### config.mk
export PLATFORM = sky130hd
export DESIGN_NAME = imem_port_arbiter
export DESIGN_NICKNAME = d
export VERILOG_FILES = /design/src/rtl/imem_port_arbiter_pkg.sv /design/src/rtl/imem_port_arbiter_rr_arb2.sv /design/src/rtl/imem_port_arbiter.sv
export SDC_FILE = /design/constraint.sdc
export NUM_CORES = 1
export LEC_CHECK = 0
export ABC_AREA = 1
export BUFFER_PORTS_ARGS = -buffer_cell sky130_fd_sc_hd__buf_2
export CELL_PAD_IN_SITES_DETAIL_PLACEMENT = 1
export CELL_PAD_IN_SITES_GLOBAL_PLACEMENT = 1
export CORE_ASPECT_RATIO = 0.5
export CORE_MARGIN = 2
export CORE_UTILIZATION = 28
export DETAILED_ROUTE_END_ITERATION = 6
export PLACE_DENSITY = 0.82
export SLEW_MARGIN = 20
export SYNTH_ARGS = -nofsm -noshare
export SYNTH_HDL_FRONTEND = slang
export SYNTH_SLANG_ARGS = --single-unit
### constraint.sdc
create_clock -name clk -period 3 [get_ports clk]
set_input_delay 0.15 -clock clk [delete_from_list [all_inputs] [get_ports clk]]
set_output_delay 0.15 -clock clk [all_outputs]
set_load 0.01 [all_outputs]
### src/rtl/imem_port_arbiter_pkg.sv
// Shared types for the instruction-memory debug-port arbiter: FSM states,
// requester id and the default post-write flush length.
package imem_port_arbiter_pkg;

  typedef enum logic [1:0] {
    IDLE   = 2'd0,
    ACCESS = 2'd1,
    RESP   = 2'd2,
    DRAIN  = 2'd3
  } arb_state_t;

  typedef logic req_id_t;

  localparam int FLUSH_CYC_DEF = 2;

endpackage

### src/rtl/imem_port_arbiter_rr_arb2.sv
// Two-requester arbiter with a one-hot grant. IMEM_ARB_RR_EN selects
// round-robin (pointer remembers the last winner); otherwise r0 has fixed priority.
module rr_arb2 (
`ifdef IMEM_ARB_RR_EN
  input  logic       clk,
  input  logic       rst,
  input  logic       advance,
`endif
  input  logic [1:0] req,
  output logic [1:0] gnt
);

`ifdef IMEM_ARB_RR_EN
  logic last_r1;

  always_comb begin
    gnt = req;
    if (req == 2'b11) gnt = last_r1 ? 2'b01 : 2'b10;
  end

  // Reset leaves "r1 granted last" so r0 wins the first tie.
  always_ff @(posedge clk or posedge rst) begin
    if (rst) last_r1 <= 1'b1;
    else if (advance && (gnt != 2'b00)) last_r1 <= gnt[1];
  end
`else
  always_comb begin
    gnt = 2'b00;
    if (req[0]) gnt = 2'b01;
    else if (req[1]) gnt = 2'b10;
  end
`endif

endmodule

### src/rtl/imem_port_arbiter.sv
// Arbitrates two requesters onto the instruction RAM debug port and holds the
// CPU fetch stage while a write flushes. Optional macro: IMEM_ARB_RR_EN.
module imem_port_arbiter
  import imem_port_arbiter_pkg::*;
#(
  parameter int FLUSH_CYC = FLUSH_CYC_DEF
) (
  input  logic        clk,
  input  logic        rst,
  input  logic        r0_req,
  input  logic [31:0] r0_addr,
  input  logic [31:0] r0_wdata,
  input  logic [3:0]  r0_we,
  output logic        r0_gnt,
  output logic        r0_rvalid,
  output logic [31:0] r0_rdata,
  input  logic        r1_req,
  input  logic [31:0] r1_addr,
  input  logic [31:0] r1_wdata,
  input  logic [3:0]  r1_we,
  output logic        r1_gnt,
  output logic        r1_rvalid,
  output logic [31:0] r1_rdata,
  output logic [31:0] mem_A2,
  output logic [31:0] mem_WD2,
  output logic [3:0]  mem_WE2,
  input  logic [31:0] mem_RD2,
  output logic        cpu_hold
);

  localparam logic [3:0] CNT_LOAD = (FLUSH_CYC > 0) ? 4'(FLUSH_CYC - 1) : 4'd0;

  arb_state_t state;
  logic [3:0] cnt;
  req_id_t    cap_id;
  logic       idle;
  logic [1:0] arb_req;
  logic [1:0] arb_gnt;
  logic [3:0] sel_we;

  assign idle    = (state == IDLE) && !rst;
  assign arb_req = idle ? {r1_req, r0_req} : 2'b00;
  assign r0_gnt  = arb_gnt[0];
  assign r1_gnt  = arb_gnt[1];
  assign sel_we  = arb_gnt[1] ? r1_we : r0_we;

  rr_arb2 u_arb (
`ifdef IMEM_ARB_RR_EN
    .clk     (clk),
    .rst     (rst),
    .advance (idle),
`endif
    .req     (arb_req),
    .gnt     (arb_gnt)
  );

  assign r0_rdata = r0_rvalid ? mem_RD2 : 32'h0;
  assign r1_rdata = r1_rvalid ? mem_RD2 : 32'h0;

  // mem_* double as the captured payload: loaded on grant, cleared on ACCESS exit.
  always_ff @(posedge clk or posedge rst) begin
    if (rst) begin
      state     <= IDLE;
      cnt       <= 4'd0;
      cap_id    <= 1'b0;
      mem_A2    <= 32'h0;
      mem_WD2   <= 32'h0;
      mem_WE2   <= 4'h0;
      cpu_hold  <= 1'b0;
      r0_rvalid <= 1'b0;
      r1_rvalid <= 1'b0;
    end else begin
      case (state)
        IDLE: begin
          if (arb_gnt != 2'b00) begin
            state    <= ACCESS;
            cap_id   <= arb_gnt[1];
            mem_A2   <= arb_gnt[1] ? r1_addr : r0_addr;
            mem_WD2  <= arb_gnt[1] ? r1_wdata : r0_wdata;
            mem_WE2  <= sel_we;
            cpu_hold <= (sel_we != 4'h0);
          end
        end
        ACCESS: begin
          mem_A2  <= 32'h0;
          mem_WD2 <= 32'h0;
          mem_WE2 <= 4'h0;
          if (mem_WE2 == 4'h0) begin
            state     <= RESP;
            r0_rvalid <= (cap_id == 1'b0);
            r1_rvalid <= (cap_id == 1'b1);
          end else if (FLUSH_CYC == 0) begin
            state    <= IDLE;
            cpu_hold <= 1'b0;
          end else begin
            state <= DRAIN;
            cnt   <= CNT_LOAD;
          end
        end
        RESP: begin
          state     <= IDLE;
          r0_rvalid <= 1'b0;
          r1_rvalid <= 1'b0;
        end
        DRAIN: begin
          if (cnt == 4'd0) begin
            state    <= IDLE;
            cpu_hold <= 1'b0;
          end else begin
            cnt <= cnt - 4'd1;
          end
        end
        default: state <= IDLE;
      endcase
    end
  end

endmodule

Word-level counts from Yosys, hierarchy flattened
Cells that the tools add are included.
{ "totals": {"regBits": 78, "latchBits": 0, "mem_bits_rw": 0, "romBits": 0, "inputBits": 172, "wordCells": 64, "memories": 0} }
{ "op_classes": {"addsub": 1, "multipliers": 0, "div_mod_pow": 0, "n_lt_le_gt_ge": 0, "eq_ne": 8, "n_shift": 0, "mux": 28, "bitwise": 1, "reduce_logical": 17} }
{ "op_table": {"columns": ["operator", "n"], "rows": [
  ["$mux 32", 6],
  ["$pmux 32 s2", 2],
  ["$mux 4", 4],
  ["$pmux 4 s2", 2],
  ["$mux 2", 5],
  ["$reduce_bool 2->1", 5],
  ["$logic_not 4->1", 2],
  ["$ne 2x2->1 const B", 4],
  ["$pmux 2 s4", 1],
  ["$reduce_and 2->1", 4],
  ["$pmux 1 s2", 3],
  ["$reduce_and 3->1", 2],
  ["$mux 1", 5],
  ["$eq 2x2->1 const B", 2],
  ["$reduce_bool 4->1", 1],
  ["$sub 4x1->4 const B", 1],
  ["$eq 2x1->1 const B", 1],
  ["$logic_not 2->1", 1],
  ["$ne 2x1->1 const B", 1],
  ["$logic_and 1x1->1", 1],
  ["$logic_not 1->1", 1],
  ["$not 1->1", 1]
]} }

Logic depth before layout (Yosys ltp)
Gate-level depths: netlist (run 1).
{ "logic_depth": {"ltp_word": 9, "ltp_mapped": 9, "mapped_depth_nobuf": 8} }

Cells and area by module
A second synthesis (run 1) with hierarchy kept.
{ "hier_totals": {"hier_cells": 613, "area_unflattened_um2": 4304.1} }
{ "modules_own_cells": {"columns": ["module", "n_inst", "cells_each", "area_each_um2"], "rows": [
  ["imem_port_arbiter", 1, 610, 4286.6],
  ["rr_arb2", 1, 3, 17.5]
]} }

Least setup slack after synthesis (run 1)
OpenSTA, ideal clock, no wires.
{ "synth_timing": {"kind": "in2reg", "startpoint": "in rst", "endpoint": "reg cpu_hold", "setup_time_ps": 116, "arrival_ps": 2814, "required_ps": 2884, "setup_slack_ps": 70, "stages": 8, "n_path_buf": 0, "path_cell_list": "inv_1 nand3_2 nor2_2 nand2_1 nand2_1 nand3_1 nor2_1 nor2_1"} }
{ "synth_between": {"elab_chain_cells": 9, "word_cells_on_any_way": 12, "cone_classes": "1 x eq/ne; 6 x mux; 5 x reduce/logical"} }
{ "synth_lines": {"columns": ["item", "line_no", "rtl"], "rows": [
  ["from (decl)", "imem_port_arbiter.sv:9", "input logic rst,"],
  ["$logic_not 1->1 (no source line) *", null, null],
  ["$logic_and 1x1->1 *", "imem_port_arbiter.sv:41", "assign idle = (state == IDLE) && !rst;"],
  ["$mux 2 *", "imem_port_arbiter.sv:42", "assign arb_req = idle ? {r1_req, r0_req} : 2'b00;"],
  ["$mux 2", "imem_port_arbiter_rr_arb2.sv:30", "else if (req[1]) gnt = 2'b10;"],
  ["$mux 2 *", "imem_port_arbiter_rr_arb2.sv:29", "if (req[0]) gnt = 2'b01;"],
  ["named net r1_gnt", "imem_port_arbiter.sv:21", "output logic r1_gnt,"],
  ["$mux 4", "imem_port_arbiter.sv:45", "assign sel_we = arb_gnt[1] ? r1_we : r0_we;"],
  ["$reduce_bool 4->1", "imem_port_arbiter.sv:81", "cpu_hold <= (sel_we != 4'h0);"],
  ["$mux 1", "imem_port_arbiter.sv:75", "if (arb_gnt != 2'b00) begin"],
  ["$pmux 1 s2", "imem_port_arbiter.sv:73", "case (state)"],
  ["to (signal assigned)", "imem_port_arbiter.sv:81", null],
  ["to (decl)", "imem_port_arbiter.sv:28", "output logic cpu_hold"]
]} }
Mark *: on every way through the listed nets, which the timed path passes. The rest lies on a longest branch. The select of a mux whose other input is x is not followed.
A chain may end at the register's enable or synchronous reset.

Final worst setup path (run 1)
{ "layout_timing": {"startpoint": "in rst", "endpoint": "reg mem_A2[7]"} }
{ "layout_between": {"elab_chain_cells": 8, "word_cells_on_any_way": 11, "cone_classes": "1 x eq/ne; 6 x mux; 4 x reduce/logical"} }
{ "layout_lines": {"columns": ["item", "line_no", "rtl"], "rows": [
  ["$logic_not 1->1 (no source line) *", null, null],
  ["$logic_and 1x1->1 *", "imem_port_arbiter.sv:41", null],
  ["$mux 2 *", "imem_port_arbiter.sv:42", null],
  ["$mux 2", "imem_port_arbiter_rr_arb2.sv:30", null],
  ["$mux 2 *", "imem_port_arbiter_rr_arb2.sv:29", null],
  ["$mux 32 or $reduce_bool 2->1 (tied branches)", "imem_port_arbiter.sv:78, imem_port_arbiter.sv:75", null],
  ["$mux 32 or $ne 2x1->1 (tied branches)", null, null],
  ["$pmux 32 s2 or $reduce_and 2->1 (tied branches)", null, null],
  ["to (signal assigned)", "imem_port_arbiter.sv:78", "mem_A2 <= arb_gnt[1] ? r1_addr : r0_addr;"],
  ["to (decl)", "imem_port_arbiter.sv:24", "output logic [31:0] mem_A2,"]
]} }
Every way passes the cells marked *; elsewhere a longest branch is shown, timed or not. The select of a mux whose other input is x is not followed.

==> results of run 1 <==
## cell families after synthesis
group	count (synthesis)
simple gates	235
compound gates	144
buf+inv	128
flops	78
fa+ha+maj	2
## area by class of cell
class / instances / area (µm²)
diodes: 1 / 2.50
clock buffers: 9 / 225
clock inverters: 7 / 80.1
fillers: 2059 / 9170
inverters: 85 / 320
multi-input cells: 381 / 1870
flip-flops and latches: 78 / 1950
well taps: 204 / 255
repair buffers: 316 / 1620
## worst min-delay path: cells and delay by family
kind                   cells  cell delay, ns
buffers and inverters      1            0.07
AOI/OAI and AO/OA          1            0.11
and+or+nand+nor            1            0.04
## path summary, 6_finish.rpt
kind / from / slack, ns / endpoint
worst max-delay path: rst / 0.80 / mem_A2[7]$_DFFE_PP0P_
worst min-delay path: r1_addr[1] / 0.07 / mem_A2[1]$_DFFE_PP0P_
worst max register to register: state[1]$_DFFE_PP0P_ / 1.03 / mem_WD2[27]$_DFFE_PP0P_
worst min register to register: cap_id$_DFFE_PP0P_ / 0.48 / cap_id$_DFFE_PP0P_
max in group asynchronous: rst / 1.50 / mem_A2[30]$_DFFE_PP0P_
min in group asynchronous: rst / 0.37 / mem_WE2[1]$_DFFE_PP0P_
## power groups by stage
stage               Combinational (mW)  Sequential (mW)  Clock [mW]
global placement                  2.52             1.86           0
global route                      2.87             1.93        1.20
CTS                               2.62             1.86        1.15
finish                            2.58             1.86        1.12
floorplan                         1.51             1.95           0
detailed placement                2.61             1.88           0
## through the flow
stage | setup WS (ns) | hold WS, ns | instances | power (mW)
after floorplan | 0.0703 | 0.309 | 587 | 3.46
after global placement | 0.989 | 0.176 | 1063 | 4.38
after detailed placement | 0.935 | 0.179 | 1063 | 4.48
after CTS | 0.778 | 0.0588 | 1080 | 5.63
after global routing | 0.599 | 0.0631 | 1081 | 6.00
final | 0.804 | 0.0664 | 1081 | 5.56
## flip-flops by register name, summed over array words and instances, names as in the netlist
signal / count
mem_WD2: 32
cnt: 4
state: 2
cap_id: 1
r0_rvalid: 1
r1_rvalid: 1
mem_A2: 32
cpu_hold: 1
mem_WE2: 4
## repair_timing
action | 4_1_cts | 5_1_grt
hold endpoints to repair | 21 | 0
gates resized for setup | 0 | 0
hold buffers | 1 | 0
## routing by layer
| layer | GRT usage | routed length [µm] | part of all wire |
|---|---|---|---|
| met5 | 0 | 0 | 0 |
| met4 | 0.0968 | 718 | 0.041 |
| met3 | 0.0374 | 707 | 0.041 |
| met2 | 0.365 | 8650 | 0.50 |
| met1 | 0.228 | 7230 | 0.42 |
## synth_stat cells, drive strengths merged
cell type / number
o31ai: 1
nor3: 2
nand2: 87
inv: 85
o22ai: 2
a21oi: 6
nand4: 2
clkbuf: 14
ha: 2
a31o: 1
nor2: 73
buf: 29
nand3: 71
o21ai: 134
dfrtp: 78
==> metrics.txt, run 1 <==
status=finished clean; area leader, netlist=dfrtp_1; Layout Nets=1045; commonest non-fill, non-tap cell in the layout=buf_2; DRT iter0 DRCs=192; Post-Synth XOR/XNOR Area=0; TritonCTS clock tree=yes; Mapped Cells=587; Comb power frac=0.464; worst slew pin tran=1.03 ns; switching pwr=2.40 mW; CP max FO=38; DRT antenna net count=0; CP required=3.26 ns; Worst Setup End Kind=register; clk buf depth=2; max cap viols=0; number of global-route vias before repair=5302; layout cells sized above 1=0.421; Synth Area in Compound Gates=0.184; setup TNS=0 ns; Routed WL per cell=16.0 µm; Post-DP Area=6000 µm²; synth unique cells=32; Worst-Skew Late Latency=0.34 ns; Detailed Routing Iterations Pass 1=6; slew margin rel.=0.313; Hold Path Class=input port to register; Vias/cell=4.73; Die Wd=182 µm; Static Leakage=3.86 nW; global-route wire length before repair=26900 µm; Clk network pwr share=0.202; synth warn=0; critical path's largest stage delay=0.59 ns; RSZ-0062 raised after global routing=false; routed via count=5111; Area growth, synth to finish=41.9%; most frequent cells in the layout=buf_2 (308), o21ai_1 (87), nand2_1 (85); final design utilization=0.408; Peak Freq=0.455 GHz; Synth top area share=0.438; starting density of the core=0.288; largest family of logic cells by synthesized area=simple AND/OR/NAND/NOR gates; CP bufs+invs=4; Worst-path clk slew=0.07 ns; CTS H-tree depth=3; Crit Path Category=input port to register; GRT Total Usage=0.200; CP top delay family=buffers and inverters; Net Count, Synth=761; area share of fa/ha/maj cells after synthesis=0.00562; full die area=17000 µm²; largest cells by area after synthesis=dfrtp_1 (44%), o21ai_1 (9.8%), nand3_1 (7.9%), nand2_1 (7.2%), inv_1 (7.0%); critical path cell sequence=dlygate4sd3_1 > buf_2 > clkinv_2 > nand4_4 > buf_4 > nor2_1 > o21ai_0; CTS root buf=clkbuf_16; Die Y=93.2 µm; Synth Register Bits=78; drt drc=0; Core ar.=15500 µm²; Mapped Area=4460 µm²; DRT Wirelength=17300 µm; Switching Share=0.432; Critical Path Start Type=input port; Crit path arrival time=2.45 ns; TritonCTS buffer count=9; GRT overflow=0; Post-Synth Simple-Gate Area=0.230; fin. max-slew vios=0; register share of total power=0.334; worst reg-to-reg path cell count=5; register area share after synthesis=0.438; GPL Wtd Cong=0.802; Worst Clk Skew=0.00724 ns; maximum number of pins on one net before global-route repair=66; hold depth=3; Fin. Hold Viols=0; Final min period=2.20 ns; VDD IR max=353 µV; initial antenna violation count=1; cell area after layout=6320 µm²; total internal power=3.16 mW; clk sinks=78; DP Wirelength=12900 µm; period utilization=0.732; row count=32; # port buffers=308; setup bufs post-CTS=0; # IOs=309; syn avg cell area=7.59 µm²; multiplexer share of the synthesized area=0; Power Density=879 nW/µm²; CP max stage cell=nand4_4; # setup viols final=0; CP Depth=7
Note: power is estimated with default switching activity, not from simulation.
==> inputs of run 2 (changes only) <==
--- a/config.mk
+++ b/config.mk
@@ -11,9 +11,9 @@
 export CELL_PAD_IN_SITES_GLOBAL_PLACEMENT = 1
 export CORE_ASPECT_RATIO = 0.5
 export CORE_MARGIN = 2
-export CORE_UTILIZATION = 28
+export CORE_UTILIZATION = 25
 export DETAILED_ROUTE_END_ITERATION = 6
-export PLACE_DENSITY = 0.82
+export PLACE_DENSITY = 0.77
 export SLEW_MARGIN = 20
 export SYNTH_ARGS = -nofsm -noshare
 export SYNTH_HDL_FRONTEND = slang
==> constraint.sdc (replaced) <==
create_clock -name clk -period 1.8 [get_ports clk]
set_input_delay 0.09 -clock clk [delete_from_list [all_inputs] [get_ports clk]]
set_output_delay 0.09 -clock clk [all_outputs]
set_load 0.01 [all_outputs]
==> run 2 against run 1 <==
Clock-buffer cell count rose by 2. Sequential power up 58%. Total power up 72%. Routed wire length increased by 1.4%. Critical path depth increased by 2. Flip-flop and latch count unchanged. Sequential share of layout area shrank 0.84 points. Design area is 2.7% higher. Core utilization fell by 3.5 points. Global-route usage decreased by 1.8 points. Register-to-register slack got worse by 0.81 ns.
==> metrics.txt, run 2 (synthesis results as in run 1) <==
sequential standard cell area=1950 µm² (about the same); TritonCTS buffer count=9 (unchanged); routed via count=5100 (-0.22%); status=finished clean; worst reg-to-reg path cell count=7 (+2); most frequent cells in the layout=buf_2 (308), o21ai_1 (87), nand2_1 (85); top flop regs=mem_A2 x32, mem_WD2 x32; Die Wd=193 µm (+5.7%); final design utilization=0.373 (-0.0347); r2r startpoint=state[1]$_DFFE_PP0P_; worst slew pin tran=0.508 ns (-0.523 ns); global-route wire length before repair=27200 µm (+1.2%); R2R setup slack=0.22 ns (-0.81 ns); DP Wirelength=13500 µm (+4.9%); fin. max-slew vios=0 (unchanged); Routed WL per cell=15.7 µm (-1.9%); clk buf depth=2 (unchanged); Hold Crit Start=r0_addr[27]; layout cells sized above 1=0.424 (+0.00298); drt drc=0 (unchanged); starting density of the core=0.256 (-0.0315); RSZ-0062 raised after global routing=false; Worst-Skew Late Latency=0.33 ns (about the same); VDD IR max=519 µV (+47%); GRT overflow=0 (unchanged); # setup viols final=0 (unchanged); Core ar.=17400 µm² (+12%); row count=34 (+6.3%); CP max FO=38 (unchanged); GRT Total Usage=0.182 (-0.0181); Tot Pwr=9.54 mW (+72%); Worst R2R End=mem_WE2[1]$_DFFE_PP0P_; Hold Path Class=input port to register; Critical Path Start Type=input port; Detailed Routing Iterations Pass 1=4 (-2); Hold WS=0.0155 ns (-0.0509 ns); DRT Wirelength=17600 µm (+1.4%); CTS H-tree depth=3 (unchanged); Worst Clk Skew=0.00692 ns (-0.000318 ns); slew margin rel.=0.662 (+0.349); Worst-path clk slew=0.06 ns (about the same); setup bufs post-CTS=0 (unchanged); Final min period=1.68 ns; Power Density=1470 nW/µm² (+67%); DRT iter0 DRCs=130 (-32%); max cap viols=0 (unchanged); Layout Nets=1053 (+0.77%); Hold Crit Endpoint=mem_A2[27]$_DFFE_PP0P_; Multi-input gate area=1870 µm² (unchanged); hold depth=3 (unchanged); Diodes inserted=0 (-1); period utilization=0.932; commonest non-fill, non-tap cell in the layout=buf_2; maximum number of pins on one net before global-route repair=65 (-1.5%); Final WS setup=0.123 ns (-0.681 ns); Die Y=98.4 µm (+5.6%); initial antenna violation count=0 (-1); GPL Wtd Cong=0.839 (+4.6%); pre-CTS WS=0.147 ns (-0.788 ns); number of global-route vias before repair=5245 (-1.1%); final cell count without fillers=1118 (+3.4%); clk sinks=78 (unchanged); Placed Instances=1101 (+3.6%); CP required=2.05 ns (-1.21 ns); TritonCTS clock tree=yes; Static Leakage=3.92 nW (+1.8%); DRT antenna net count=0 (unchanged); CTS root buf=clkbuf_16; Crit path arrival time=1.93 ns (-0.52 ns); Fin. Hold Viols=0 (unchanged); Peak Freq=0.596 GHz; full die area=19000 µm² (+12%); Area growth, synth to finish=45.8%; Worst Setup End Kind=register; Vias/cell=4.56 (-3.5%); # port buffers=308 (unchanged); # IOs=309 (unchanged); Crit Path Category=input port to register; fill cell count=2240 (+8.8%)
## run 2: area by class of cell
cell class / count / share of cell area
flip-flops and latches: 78 / 0.300
multi-input cells: 381 / 0.288
repair buffers: 324 / 0.267
inverters: 85 / 0.0497
well taps: 234 / 0.0451
clock buffers: 11 / 0.0374
clock inverters: 5 / 0.0125
## run 2: worst max path at each step
stage / cells past startpoint / end / startpoint / slack, ns
final: 9 / mem_WE2[1]$_DFFE_PP0P_ / rst / 0.12
after global routing: 9 / mem_WE2[1]$_DFFE_PP0P_ / rst / 0.02
after CTS: 9 / mem_WE2[1]$_DFFE_PP0P_ / rst / 0.07
after detailed placement: 7 / mem_WE2[1]$_DFFE_PP0P_ / state[1]$_DFFE_PP0P_ / 0.15
after global placement: 7 / cap_id$_DFFE_PP0P_ / state[1]$_DFFE_PP0P_ / 0.21
after floorplan: 7 / mem_A2[26]$_DFFE_PP0P_ / rst / -0.44
## run 2: worst max-delay path, cell delays in order
cell	delay (ns)
dlygate4sd3_1	0.55
buf_2	0.16
clkinvlp_4	0.16
nand3_2	0.16
nand2_4	0.15
inv_2	0.10
buf_6	0.28
nand2_1	0.12
o22ai_1	0.13
## run 2: metal layers
metal / track usage / vias to the layer above / share of wire
met5: 0 / - / 0
met4: 0.0540 / 0 / 0.022
met3: 0.0334 / 28 / 0.048
met2: 0.345 / 142 / 0.53
met1: 0.205 / 2475 / 0.40
li1: - / 2455 / -
## run 2: repair_timing
action / in CTS / in global routing
gates resized for setup: 0 / 2
hold endpoints to repair: 40 / 0
endpoints found under the setup margin: 0 / 46
hold buffers: 1 / 0
## run 2: metrics by stage
stage / area [µm²] / setup TNS, ns
3_5_place_dp: 6150 / 0
3_3_place_gp: 6150 / 0
2_1_floorplan: 4470 / -28.48
4_1_cts: 6490 / 0
5_1_grt: 6500 / 0
6_report: 6500 / 0
## run 2: where the power goes
part           total [mW]  internal [mW]  leakage [nW]  switching [mW]
combinational        4.61           1.79          2.78            2.82
clock                2.00           1.26         0.156           0.743
sequential           2.93           2.51         0.992           0.421
==> inputs of run 3 (changes only) <==
--- a/config.mk
+++ b/config.mk
@@ -6,7 +6,7 @@
 export NUM_CORES = 1
 export LEC_CHECK = 0
 export ABC_AREA = 1
-export BUFFER_PORTS_ARGS = -buffer_cell sky130_fd_sc_hd__buf_2
+export BUFFER_PORTS_ARGS = -buffer_cell sky130_fd_sc_hd__buf_4
 export CELL_PAD_IN_SITES_DETAIL_PLACEMENT = 1
 export CELL_PAD_IN_SITES_GLOBAL_PLACEMENT = 1
 export CORE_ASPECT_RATIO = 0.5
==> run 3 against run 2 <==
Cell count fell by 0.27%. Largest power group unchanged. Sequential power rose by 1%. Critical path depth fell by 2. Hold slack got worse by 0.0027 ns. Non-clock buffer count fell by 3. Via count fell by 0.24%. Highest routed layer unchanged.
==> metrics.txt, run 3 (synthesis results as in run 1) <==
number of global-route vias before repair=5275 (+0.57%); GRT Total Usage=0.188 (+0.00632); CP max stage cell=dfrtp_1; maximum number of pins on one net before global-route repair=79 (+22%); Fin. Hold Viols=0 (unchanged); Area growth, synth to finish=62.0%; slew margin rel.=0.502 (-0.159); Worst-path clk slew=0.06 ns (about the same); full die area=19000 µm² (unchanged); worst slew pin tran=0.746 ns (+0.239 ns); met1 wire length=7540 µm (+8.1%); DRT Wirelength=18500 µm (+5.2%); Worst R2R End=mem_WD2[8]$_DFFE_PP0P_; CP max FO=31 (-18%); Hold Crit Endpoint=mem_WD2[14]$_DFFE_PP0P_; row count=34 (unchanged); Resize count post-CTS=0 (unchanged); drt drc=0 (unchanged); Power Density=1400 nW/µm² (-4.6%); Vias/cell=4.56 (about the same); CTS root buf=clkbuf_16; fin. max-slew vios=0 (unchanged); CP required=2.05 ns (about the same); initial antenna violation count=0 (unchanged); clk buf depth=2 (unchanged); Placed Instances=1099 (-0.18%); top flop regs=mem_A2 x32, mem_WD2 x32; Max Used Layer=met4; Peak Freq=0.612 GHz (+2.6%); Routed WL per cell=16.6 µm (+5.5%); Die Wd=193 µm (unchanged); R2R setup slack=0.17 ns (-0.05 ns); period utilization=0.908 (-0.0235); hold buffer count at CTS=0 (-1); routed via count=5088 (-0.24%); clk sinks=78 (unchanged); Worst Clk Skew=0.00642 ns (-0.000493 ns); VDD IR max=559 µV (+7.7%); most frequent cells in the layout=buf_4 (316), o21ai_1 (87), nand2_1 (85); starting density of the core=0.256 (unchanged); hold depth=3 (unchanged); TritonCTS buffer count=9 (unchanged); Core ar.=17400 µm² (unchanged); DRT antenna net count=0 (unchanged); # setup viols final=0 (unchanged); CP top delay family=buffers and inverters; Diodes inserted=0 (unchanged); critical path cell sequence=nor2_4 > nand3_2 > nand2_4 > inv_2 > buf_12 > nand3_1 > o21ai_1; CP bufs+invs=2 (-3); CTS H-tree depth=3 (unchanged); DP Wirelength=14000 µm (+3.2%); setup bufs post-CTS=0 (unchanged); status=finished clean; layout cells sized above 1=0.423 (-0.000826); worst reg-to-reg path cell count=7 (unchanged); Static Leakage=4.09 nW (+4.2%); met2 WL=9510 µm (+1.8%); RSZ-0062 raised after global routing=false; Critical Path Start Type=register; # IOs=309 (unchanged); Tot Pwr=10.1 mW (+6.0%); commonest non-fill, non-tap cell in the layout=buf_4; Worst-Skew Late Latency=0.33 ns (about the same); DRT iter0 DRCs=153 (+18%); GPL Wtd Cong=0.795 (-5.3%); Final WS setup=0.165 ns (+0.0424 ns); Hold Crit Start=r1_wdata[14]; Crit Path Category=register to register; r2r startpoint=state[1]$_DFFE_PP0P_; global-route wire length before repair=27900 µm (+2.4%); Detailed Routing Iterations Pass 1=5 (+1); Worst Setup End Kind=register; Die Y=98.4 µm (unchanged); max cap viols=0 (unchanged); pre-CTS WS=0.186 ns (+0.0392 ns); Crit path arrival time=1.89 ns (-0.04 ns); critical path's largest stage delay=0.49 ns (-0.06 ns); WL met3=1000 µm (+18%); final cell count without fillers=1115 (-0.27%); Layout Nets=1050 (-0.28%); TritonCTS clock tree=yes; GRT overflow=0 (unchanged); # port buffers=308 (unchanged); Hold Path Class=input port to register; Final min period=1.63 ns (-0.0424 ns)
## run 3: routing by layer
layer | vias up | track usage
met5 | - | 0
li1 | 2450 | -
met1 | 2462 | 0.220
met4 | 0 | 0.0558
met3 | 30 | 0.0385
met2 | 146 | 0.345
## run 3: layout make-up
| type | instances | area [µm²] |
|---|---|---|
| inverter | 85 | 323 |
| sequential | 78 | 1950 |
| fill | 2176 | 10200 |
| timing repair buffer | 321 | 2460 |
| clock buffer | 10 | 229 |
| clock inverter | 6 | 86.3 |
| tap | 234 | 293 |
| multi-input combinational | 381 | 1870 |
## run 3: worst max path at each step
stage | start | endpoint | slack (ns) | cells past startpoint
3_5_place_dp | state[1]$_DFFE_PP0P_ | mem_WD2[16]$_DFFE_PP0P_ | 0.19 | 7
5_1_grt | state[1]$_DFFE_PP0P_ | mem_WD2[8]$_DFFE_PP0P_ | 0.03 | 7
6_report | state[1]$_DFFE_PP0P_ | mem_WD2[8]$_DFFE_PP0P_ | 0.17 | 7
2_1_floorplan | rst | mem_A2[26]$_DFFE_PP0P_ | -0.44 | 7
3_3_place_gp | state[1]$_DFFE_PP0P_ | cpu_hold$_DFFE_PP0P_ | 0.24 | 8
4_1_cts | state[1]$_DFFE_PP0P_ | mem_WD2[8]$_DFFE_PP0P_ | 0.16 | 7
## run 3: power breakdown
group          total, mW  internal [mW]  switching [mW]
registers           2.97           2.51           0.456
logic               5.21           2.34            2.87
clock network       1.94           1.21           0.728
total               10.1           6.06            4.06
## run 3: stage by stage
step                TNS (ns)   util  hold WS [ns]  cell area, µm²
global route               0  0.415       0.00564            7220
floorplan             -28.48      -         0.222            4470
detailed placement         0  0.396         0.354            6900
finish                     0  0.415        0.0128            7220
global placement           0  0.396         0.345            6900
CTS                        0  0.415       0.00415            7210
## run 3: worst min-delay path, cell delays in order
cell and delay [ns]:
buf_4 0.08, nor2_1 0.03, o21ai_1 0.11
